===== src/rtl/tank_hit_scanner.sv =====
// Sequential bullet-vs-tank hit detector: snapshots positions on start, scans one bullet/tank pair per clock.
// Latency: pair k is evaluated k+1 cycles after start; a clean scan raises done NUM_BULLETS*NUM_TANKS+1 cycles after start.
// Backpressure: a hit holds the scan in REPORT with hit_valid high until hit_ack; all outputs are registered.
module tank_hit_scanner #(
    parameter int NUM_BULLETS = 6,
    parameter int NUM_TANKS   = 2,
    parameter int COORD_W     = 10,
    parameter int BIDX_W      = (NUM_BULLETS > 1) ? $clog2(NUM_BULLETS) : 1,
    parameter int TIDX_W      = (NUM_TANKS > 1) ? $clog2(NUM_TANKS) : 1
) (
    input  logic                           clk,
    input  logic                           reset,
    input  logic                           start,
    input  logic [NUM_BULLETS*COORD_W-1:0] bullet_x,
    input  logic [NUM_BULLETS*COORD_W-1:0] bullet_y,
    input  logic [NUM_BULLETS-1:0]         bullet_active,
    input  logic [NUM_TANKS*COORD_W-1:0]   tank_x,
    input  logic [NUM_TANKS*COORD_W-1:0]   tank_y,
    input  logic [COORD_W-1:0]             tank_size,
    input  logic                           round_clr,
    input  logic                           hit_ack,
    output logic                           hit_valid,
    output logic [BIDX_W-1:0]              hit_bullet,
    output logic [TIDX_W-1:0]              hit_tank,
    output logic [NUM_BULLETS-1:0]         bullet_clr,
    output logic [NUM_TANKS-1:0]           tank_dead,
    output logic                           busy,
    output logic                           done
);

    typedef enum logic [1:0] {
        S_IDLE,
        S_SCAN,
        S_REPORT,
        S_DONE
    } state_t;

    state_t state_q;

    // Frame snapshot: inputs are only looked at on the start cycle.
    logic [COORD_W-1:0]     bx_q [NUM_BULLETS];
    logic [COORD_W-1:0]     by_q [NUM_BULLETS];
    logic [NUM_BULLETS-1:0] act_q;
    logic [COORD_W-1:0]     tx_q [NUM_TANKS];
    logic [COORD_W-1:0]     ty_q [NUM_TANKS];
    logic [COORD_W-1:0]     size_q;

    // Pair counter, b-major.
    logic [BIDX_W-1:0] b_q;
    logic [TIDX_W-1:0] t_q;

    // Registered outputs.
    logic                   hit_valid_q;
    logic [BIDX_W-1:0]      hit_bullet_q;
    logic [TIDX_W-1:0]      hit_tank_q;
    logic [NUM_BULLETS-1:0] bullet_clr_q;
    logic [NUM_TANKS-1:0]   tank_dead_q;
    logic                   busy_q;
    logic                   done_q;

    // Pair evaluation terms for the current (b,t).
    logic [COORD_W-1:0] cur_bx_d;
    logic [COORD_W-1:0] cur_by_d;
    logic [COORD_W-1:0] cur_tx_d;
    logic [COORD_W-1:0] cur_ty_d;
    logic [COORD_W-1:0] lo_x_d;
    logic [COORD_W-1:0] lo_y_d;
    logic [COORD_W:0]   hi_x_d;
    logic [COORD_W:0]   hi_y_d;
    logic               in_x_d;
    logic               in_y_d;
    logic               pair_hit_d;
    logic               last_t_d;
    logic               last_b_d;
    logic               last_hit_b_d;

    // Box test for the pair under the counter; lower bound saturates at 0, upper bound carries an extra bit.
    always_comb begin
        cur_bx_d = bx_q[b_q];
        cur_by_d = by_q[b_q];
        cur_tx_d = tx_q[t_q];
        cur_ty_d = ty_q[t_q];

        lo_x_d = (cur_tx_d >= size_q) ? (cur_tx_d - size_q) : '0;
        lo_y_d = (cur_ty_d >= size_q) ? (cur_ty_d - size_q) : '0;
        hi_x_d = {1'b0, cur_tx_d} + {1'b0, size_q};
        hi_y_d = {1'b0, cur_ty_d} + {1'b0, size_q};

        in_x_d = (cur_bx_d >= lo_x_d) && ({1'b0, cur_bx_d} <= hi_x_d);
        in_y_d = (cur_by_d >= lo_y_d) && ({1'b0, cur_by_d} <= hi_y_d);

        // A tank already killed this round (even earlier in this scan) cannot be hit again.
        pair_hit_d = act_q[b_q] && !tank_dead_q[t_q] && in_x_d && in_y_d;

        last_t_d     = (t_q == TIDX_W'(NUM_TANKS - 1));
        last_b_d     = (b_q == BIDX_W'(NUM_BULLETS - 1));
        last_hit_b_d = (hit_bullet_q == BIDX_W'(NUM_BULLETS - 1));
    end

    // Scan FSM with snapshot capture, pair counter, hit handshake and sticky dead flags.
    always_ff @(posedge clk) begin
        if (reset) begin
            state_q      <= S_IDLE;
            b_q          <= '0;
            t_q          <= '0;
            act_q        <= '0;
            size_q       <= '0;
            hit_valid_q  <= 1'b0;
            hit_bullet_q <= '0;
            hit_tank_q   <= '0;
            bullet_clr_q <= '0;
            tank_dead_q  <= '0;
            busy_q       <= 1'b0;
            done_q       <= 1'b0;
            for (int i = 0; i < NUM_BULLETS; i++) begin
                bx_q[i] <= '0;
                by_q[i] <= '0;
            end
            for (int j = 0; j < NUM_TANKS; j++) begin
                tx_q[j] <= '0;
                ty_q[j] <= '0;
            end
        end else begin
            // Pulse outputs default low; they are raised only on the transition that owns them.
            bullet_clr_q <= '0;
            done_q       <= 1'b0;

            case (state_q)
                S_IDLE: begin
                    if (start) begin
                        for (int i = 0; i < NUM_BULLETS; i++) begin
                            bx_q[i] <= bullet_x[i*COORD_W +: COORD_W];
                            by_q[i] <= bullet_y[i*COORD_W +: COORD_W];
                        end
                        for (int j = 0; j < NUM_TANKS; j++) begin
                            tx_q[j] <= tank_x[j*COORD_W +: COORD_W];
                            ty_q[j] <= tank_y[j*COORD_W +: COORD_W];
                        end
                        act_q   <= bullet_active;
                        size_q  <= tank_size;
                        b_q     <= '0;
                        t_q     <= '0;
                        busy_q  <= 1'b1;
                        state_q <= S_SCAN;
                    end
                end

                S_SCAN: begin
                    if (pair_hit_d) begin
                        hit_bullet_q <= b_q;
                        hit_tank_q   <= t_q;
                        hit_valid_q  <= 1'b1;
                        state_q      <= S_REPORT;
                    end else if (last_t_d) begin
                        t_q <= '0;
                        if (last_b_d) begin
                            busy_q  <= 1'b0;
                            done_q  <= 1'b1;
                            state_q <= S_DONE;
                        end else begin
                            b_q <= b_q + 1'b1;
                        end
                    end else begin
                        t_q <= t_q + 1'b1;
                    end
                end

                S_REPORT: begin
                    if (hit_ack) begin
                        hit_valid_q                <= 1'b0;
                        bullet_clr_q[hit_bullet_q] <= 1'b1;
                        tank_dead_q[hit_tank_q]    <= 1'b1;
                        // The consumed bullet is gone, so its remaining tanks are skipped.
                        t_q <= '0;
                        if (last_hit_b_d) begin
                            busy_q  <= 1'b0;
                            done_q  <= 1'b1;
                            state_q <= S_DONE;
                        end else begin
                            b_q     <= hit_bullet_q + 1'b1;
                            state_q <= S_SCAN;
                        end
                    end
                end

                S_DONE: begin
                    state_q <= S_IDLE;
                end

                default: begin
                    state_q <= S_IDLE;
                end
            endcase

            // Round clear overrides any dead flag being set by an ack on the same edge.
            if (round_clr) begin
                tank_dead_q <= '0;
            end
        end
    end

    assign hit_valid  = hit_valid_q;
    assign hit_bullet = hit_bullet_q;
    assign hit_tank   = hit_tank_q;
    assign bullet_clr = bullet_clr_q;
    assign tank_dead  = tank_dead_q;
    assign busy       = busy_q;
    assign done       = done_q;

endmodule

===== config.mk =====
export PLATFORM = sky130hd
export DESIGN_NAME = tank_hit_scanner
export DESIGN_NICKNAME = d
export VERILOG_FILES = /design/src/rtl/tank_hit_scanner.sv
export SDC_FILE = /design/constraint.sdc
export NUM_CORES = 1
export LEC_CHECK = 0
export CAP_MARGIN = 20
export CORE_ASPECT_RATIO = 0.75
export CORE_MARGIN = 2
export CORE_UTILIZATION = 45
export DETAILED_ROUTE_END_ITERATION = 16
export PLACE_DENSITY = 0.76
export SYNTH_ARGS = -nofsm -noshare
export SYNTH_HDL_FRONTEND = slang
export SYNTH_SLANG_ARGS = --single-unit
export TNS_END_PERCENT = 5

===== constraint.sdc =====
create_clock -name clk -period 8 [get_ports clk]
set_input_delay 1.6 -clock clk [delete_from_list [all_inputs] [get_ports clk]]
set_output_delay 1.6 -clock clk [all_outputs]
set_load 0.02 [all_outputs]

* After elaboration in Yosys (flattened, before gate mapping)
Memories as Yosys holds them, arrays and structs flattened. A register that Yosys moved wholly into a read port is not among the register bits. Cells that the tools add are included.
Word-level totals: register bits 37, bits in writable memories 160, input bits 181, output and inout bits 15, logic and storage cells 165, memories kept 4
Operators by class: add/sub/neg operators 7, order comparisons 12, equal/unequal tests 16, muxes and demuxes 74, bitwise operators 19, reduce and logical (&&, ||, !) cells 21
Memories:
- bx_q | depth 6, width 10, read ports 1, clocked after memory_dff 1, write ports 6, line 41 | logic [COORD_W-1:0] bx_q [NUM_BULLETS];
- by_q | depth 6, width 10, read ports 1, clocked after memory_dff 1, write ports 6, line 42 | logic [COORD_W-1:0] by_q [NUM_BULLETS];
- tx_q | depth 2, width 10, read ports 1, clocked after memory_dff 1, write ports 2, line 44 | logic [COORD_W-1:0] tx_q [NUM_TANKS];
- ty_q | depth 2, width 10, read ports 1, clocked after memory_dff 1, write ports 2, line 45 | logic [COORD_W-1:0] ty_q [NUM_TANKS];
Operators by type and width (count):
- $mux W10 | 18
- $ge A10 B10 Y1 | 4
- $mux W1 | 31
- $mux W3 | 10
- $add A10 B10 Y11 | 2
- $le A10 B11 Y1 | 2
- $sub A10 B10 Y10 | 2
- $ne A2 B2 Y1 const B | 9
- $or A1 B1 Y1 | 16
- $reduce_and A7 Y1 | 2
- $mux W2 | 6
- $pmux W3 S3 | 1
- $lt A3 B4 Y1 const B | 2
- $pmux W2 S4 | 1
- $reduce_and A4 Y1 | 2
- $logic_and A1 B1 Y1 | 7
- $add A3 B1 Y3 const B | 2
- $eq A3 B3 Y1 const B | 2
- $ne A3 B3 Y1 const B | 2
- $pmux W1 S3 | 2
- $reduce_and A2 Y1 | 3
- $eq A2 B2 Y1 const B | 2
- $lt A1 B2 Y1 const B | 2
- $pmux W1 S2 | 2
- other kinds (16) | 17

* Longest topological paths before layout
Gate-level depths: netlist of the first run.
depth in word-level cells 10, mapped depth 24, gate-level depth less buffers 21

* Worst setup path after synthesis of the first run
OpenSTA, ideal clock, no wires.
kind in2reg, from in reset, to mem bx_q[0][0] (enable), library setup time 1478 ps, arrival time 5300 ps, data required time 6522 ps, setup slack 1222 ps, stages 3, buffers on the path 1, cell sequence clkbuf_1 -> a21oi_1 -> clkinv_1
RTL lines:
- start: declaration | line 12 | input logic reset,
- end: declaration | line 41

==> results of run 1 <==
routing by layer:
metal	share of wire [%]	GRT usage (%)	wire (um)	vias up
met3	6.9	3.86	1780	38
met5	0	0	0	-
met2	45	31.6	11600	248
li1	-	-	-	3853
met1	46	27.6	12000	3687
met4	1.9	4.25	498	0
flip-flops by register name, summed over array words and instances, names as in the netlist, named ones only:
| register | cells |
|---|---|
| bullet_clr | 6 |
| hit_valid | 1 |
| b_q | 3 |
| busy | 1 |
| ty_q | 20 |
| size_q | 10 |
| state_q | 2 |
| hit_tank | 1 |
| done | 1 |
| act_q | 6 |
| hit_bullet | 3 |
| by_q | 60 |
| bx_q | 60 |
| last_t_d | 1 |
| tank_dead | 2 |
| tx_q | 20 |
path summary, 6_finish.rpt:
path | startpoint | slack [ns] | cells after the start | to
max | flop | 2.64 | 23 | busy
min | act_q[2] | 0.47 | 1 | act_q[2]
max reg2reg | flop | 2.64 | 23 | busy
min reg2reg | act_q[2] | 0.47 | 1 | act_q[2]
critical path: stages (launching register included):
cell and delay [ns]:
dfxtp_1 0.44, buf_4 0.30, mux2i_1 0.29, ha_1 0.21, inv_1 0.06, fa_1 0.40, a21o_1 0.18, a21oi_1 0.31
nor2_1 0.10, o31ai_1 0.27, a21oi_1 0.09, or2_2 0.35, inv_1 0.13, nor2_1 0.06, ha_1 0.26, nand2b_1 0.14
a211oi_1 0.24, o211ai_1 0.14, o2111ai_1 0.12, a211o_1 0.21, nor3b_1 0.07, buf_4 0.18, or3_4 0.39, mux2_4 0.30
power by group:
part           internal [uW]  switching (uW)  total (uW)
logic                    721             890        1610
registers               1370            87.5        1450
clock network            643             405        1050
total                   2730            1380        4110
kinds of logic after synthesis:
family / Yosys count / share of synthesized area, %
AO/OA/AOI/OAI: 154 / 8.52
XOR/XNOR: 23 / 1.79
adder cells (fa/ha/maj): 90 / 10.3
buffers and inverters: 94 / 3.27
flip-flops: 201 / 50.1
multiplexers: 78 / 9.55
AND/OR/NAND/NOR: 335 / 16.5
layout make-up:
class / count / area [um^2] / area share [%]
sequential: 201 / 5630 / 39.6
clock buffer: 31 / 626 / 4.40
multi-input combinational: 680 / 5250 / 36.9
timing repair buffer: 201 / 2000 / 14.0
inverter: 46 / 178 / 1.25
clock inverter: 9 / 129 / 0.906
tap: 338 / 423 / 2.97
stage by stage:
stage                     setup WS, ns  cell area [um^2]  hold slack, ns  instances  power (uW)
after floorplan                   1.22             11200           0.444        975        2640
after global placement            2.88             13500           0.461       1466        3050
after detailed placement          2.73             13500           0.463       1466        3080
after CTS                         2.70             14200           0.479       1506        4130
after global routing              2.14             14200           0.499       1506        4390
final                             2.64             14200           0.472       1506        4110
placed cells by master, fill, tap and decap left out, types with 35 or more instances in the layout:
master           netlist  layout
ha_1                  86      86
edfxtp_1             160     160
clkdlybuf4s50_1        0     195
inv_1                 44      44
a21oi_1               57      57
dfxtp_1               41      39
nor2_1                58      58
o21ai_0               35      35
and2_1               161     161
mux2i_1               37      37
nand2_1               40      40
==> results.txt, run 1 <==
Worst Skew = 0.0312 ns
Filler instances = 2050
RSZ-0062 raised after global routing = false
Via-to-Cell Ratio = 5.20
GRT Residual Overflow = 0
Number of synthesized flops with an enable pin = 160
Critical Path RT = 8.39 ns
Cell accounting for the most synthesized area = edfxtp_1
Slew Limit Fails = 0
Die Ht = 141 um
Lkg Pwr = 0.00551 uW
Syn Std Cell Area = 0.0112 mm^2
Syn Nets = 1246
Clock Path Buffers = 3
First-pass GRT wire length = 40500 um
Post-synthesis sequential area ratio = 50.1%
Setup TNS = 0 ns
Inserted Clock Buffers = 22
Pwr Density = 289 mW/mm^2
Drt initial violations = 516
Starting Density = 45.5%
Outcome = finished, final reports clean
DRC Markers = 0
Syn Inst Count = 975
Total track usage = 19.6%
Synth Area per Inst = 11.5 um^2
Vias in the first global route = 7634
Core Rows = 50
Relative slew slack = 27.7%
Area growth from synthesis to layout = 26.6%
Register clock-pin slew on the reported worst setup and hold paths = 0.06 ns
Post-layout min period = 5.36 ns
YS warnings = 0
Diodes inserted = 0
Core ar. = 0.0247 mm^2
Final Util = 57.6%
Asr flop ratio synth = 0%
Most numerous cell in the Yosys netlist = and2_1
Yosys reg bits = 201
Fmax = 0.186 GHz
Drt pass-1 iters = 6
Top cell type's share of synthesized area = 42.8%
Fraction of layout instances using a drive strength above 1 = 8.05%
Largest net degree at the start of global routing = 112
# IOs = 196
IO Port Bufs = 195
Tcrit/Tclk final = 67.0%
Post-DP HPWL = 19600 um
H-tree levels = 1
CP max FO = 16
Commonest cells in the netlist = and2_1, edfxtp_1, ha_1
Clock sinks = 201
CTS resizes = 0
Worst skew pair latency = 0.52 ns
Routed wire length = 25800 um
CP arrival = 5.75 ns
Wire length per cell after detailed routing = 17.1 um
NumNets Final = 1423
Hold buffer count at CTS = 0
Antenna violations before repair = 0
Count of cell types in the netlist = 58
Setup Crit Path Kind = flop to flop
Full die area = 0.0263 mm^2
Final hold vios = 0
Worst vdd ir = 179 uV
CTS tree = yes
Worst min path class = flop to flop
Setup Viol. Count Final = 0
Chip Width = 186 um
Post-CTS Setup Inserts = 0
Top_reg_cell synth = edfxtp_1
Via Count = 7826
Clock tree root driver cell = clkbuf_16
Slew @ Worst Pin = 1.08 ns
CP Capture Type = flop
Max-cap violations = 0
Area contributors post-synth = edfxtp_1, ha_1, and2_1, dfxtp_1, mux4_2
GPL Wtd Cong = 0.943
Worst setup SP type = flop
ANT nets after route = 0
(Power assumes the default switching activity.)
==> run 2: changes to the inputs <==
clock period = 5.4 ns   (was 8 ns; I/O delays follow)
==> run 2 against run 1 <==
  * Critical path depth unchanged
  * Global-route usage hardly changed
  * Sequential cell count is the same
  * First-iteration DRC count grew 3.9%
  * Largest cell class unchanged
  * Final cell count shrank 0.13%
  * Largest power group unchanged
  * Die area unchanged
  * Fmax up 7.0%
  * Sequential power up 48%
  * Clock power up 43%
  * Combinational power rose by 52%
  * Register-to-register slack worse by 2.3 ns
  * Critical endpoint unchanged
  * Worst hold slack better by 0.019 ns
==> results.txt, run 2 (synthesized netlist as in run 1, its figures left out) <==
Slew @ Worst Pin = 0.972 ns
Antenna violations before repair = 0
Clock sinks = 201
Pwr Density = 428 mW/mm^2
Routed wire length = 26000 um
Worst Skew = 0.0252 ns
Hold EP = act_q[3]
Largest net degree at the start of global routing = 112
Lkg Pwr = 0.00551 uW
Final Non-Filler Cells = 1504
Register clock-pin slew on the reported worst setup and hold paths = 0.06 ns
First-pass GRT wire length = 41100 um
Area of the multi-input gates = 0.00527 mm^2
CTS tree = yes
Setup Crit Path Kind = flop to flop
Chip Width = 186 um
Clock Path Buffers = 3
NumNets Final = 1424
Commonest non-fill, non-tap cell in the layout = clkdlybuf4s50_1
Total track usage = 19.7%
Diodes inserted = 0
GRT Residual Overflow = 0
R2R Setup Slk = 0.39 ns
IO Port Bufs = 195
Comb pwr share = 40.2%
Fraction of layout instances using a drive strength above 1 = 8.40%
Inserted Clock Buffers = 21
Via-to-Cell Ratio = 5.19
Clock tree root driver cell = clkbuf_16
Setup TNS = 0 ns
Worst vdd ir = 258 uV
Relative slew slack = 35.2%
GPL Wtd Cong = 0.932
Wire length per cell after detailed routing = 17.3 um
CP Capture Type = flop
RSZ-0062 raised after global routing = false
Final hold vios = 0
Worst min path class = flop to flop
Worst skew pair latency = 0.52 ns
Worst setup SP type = flop
Die Ht = 141 um
Core ar. = 0.0247 mm^2
Pint = 4030 uW
H-tree levels = 1
DRC Markers = 0
Max-cap violations = 0
Drt pass-1 iters = 4
Tcrit/Tclk final = 92.8%
Critical Path RT = 5.78 ns
Starting Density = 45.5%
Critical R2R Capture = busy
WHS Path Cells = 1
Vias in the first global route = 7795
Fmax = 0.199 GHz
Post-layout min period = 5.01 ns
Sw frac = 34.1%
ANT nets after route = 0
Post-CTS Setup Inserts = 0
Reg2Reg Depth = 23
Hold path start = act_q[3]
Top Registers = bx_q (60), by_q (60)
# IOs = 196
Core Rows = 50
CP max FO = 20
Setup Viol. Count Final = 0
Outcome = finished, final reports clean
Full die area = 0.0263 mm^2
Drt initial violations = 536
Cells after DPL = 1468
Post-DP HPWL = 19500 um
Slew Limit Fails = 0
CP arrival = 5.40 ns
Area growth from synthesis to layout = 26.9%
Via Count = 7801
Clock power frac = 24.6%
Seq pwr share = 35.2%
Filler instances = 2057
Psw = 2080 uW
Register area = 0.00563 mm^2
Most frequent cells in the layout = clkdlybuf4s50_1, and2_1, edfxtp_1, ha_1, nor2_1
-- run 2: per-layer routing --
metal	track usage, %	vias to the layer above	wire (um)
li1	-	3856	-
met1	27.7	3673	12200
met2	32.6	242	12000
met3	2.96	30	1400
met4	3.75	0	394
met5	0	-	0
-- run 2: repair_timing --
action                                  CTS  global route
resized for setup                         0             7
endpoints found under the setup margin    0             7
hold buffers                              0             0
-- run 2: final cells by class --
class | instances | area share [%]
clock buffers | 23 | 3.74
clock inverters | 13 | 1.18
inverters | 46 | 1.25
multi-input cells | 680 | 37.0
flip-flops and latches | 201 | 39.5
well taps | 338 | 2.97
repair buffers | 203 | 14.4
-- run 2: power by group through the flow --
stage               registers, uW  clock network [uW]  logic, uW
floorplan                    2130                   0       1760
global placement             2170                   0       2360
detailed placement           2180                   0       2410
CTS                          2150                1530       2430
global route                 2180                1570       2720
finish                       2150                1500       2450
-- run 2: per-stage QoR --
step / instance area (um^2) / power (uW) / hold WS [ns] / util, % / worst slack, ns
2_1_floorplan: 11200 / 3890 / 0.444 / - / 0.568
3_3_place_gp: 13500 / 4540 / 0.456 / 54.7 / 0.529
3_5_place_dp: 13500 / 4590 / 0.464 / 54.7 / 0.345
4_1_cts: 14200 / 6110 / 0.491 / 57.6 / 0.326
5_1_grt: 14200 / 6480 / 0.510 / 57.7 / 0.0104
6_report: 14200 / 6110 / 0.490 / 57.7 / 0.387
-- run 2: worst max-delay path, cell delays in order (launching register included) --
cell	delay [ns]
dfxtp_1	0.35
buf_12	0.18
mux2i_1	0.26
ha_1	0.20
inv_1	0.05
fa_1	0.40
a21oi_1	0.14
nor2_1	0.05
nor2_1	0.19
nor2_1	0.08
o31ai_1	0.29
a21oi_1	0.10
or2_2	0.37
and2_1	0.19
ha_1	0.26
nand2b_1	0.14
a211oi_1	0.22
o211ai_1	0.13
nand4b_1	0.15
a211o_1	0.20
nor3b_1	0.07
buf_4	0.18
or3_4	0.40
mux2_4	0.30
-- run 2: worst max path at each step --
stage                      end  start  slack [ns]  cells past startpoint
after floorplan           busy   flop        0.57                     24
after global placement    busy   flop        0.53                     23
after detailed placement  busy   flop        0.35                     23
after CTS                 busy   flop        0.33                     23
after global routing      busy   flop        0.01                     23
final                     busy   flop        0.39                     23
==> run 3: changes to the inputs <==
HOLD_SLACK_MARGIN = 0.06   (was unset)
SKIP_LAST_GASP = 1   (was unset)
==> results of run 3 <==
Final layout, timing and power as in run 2 (identical DEF).
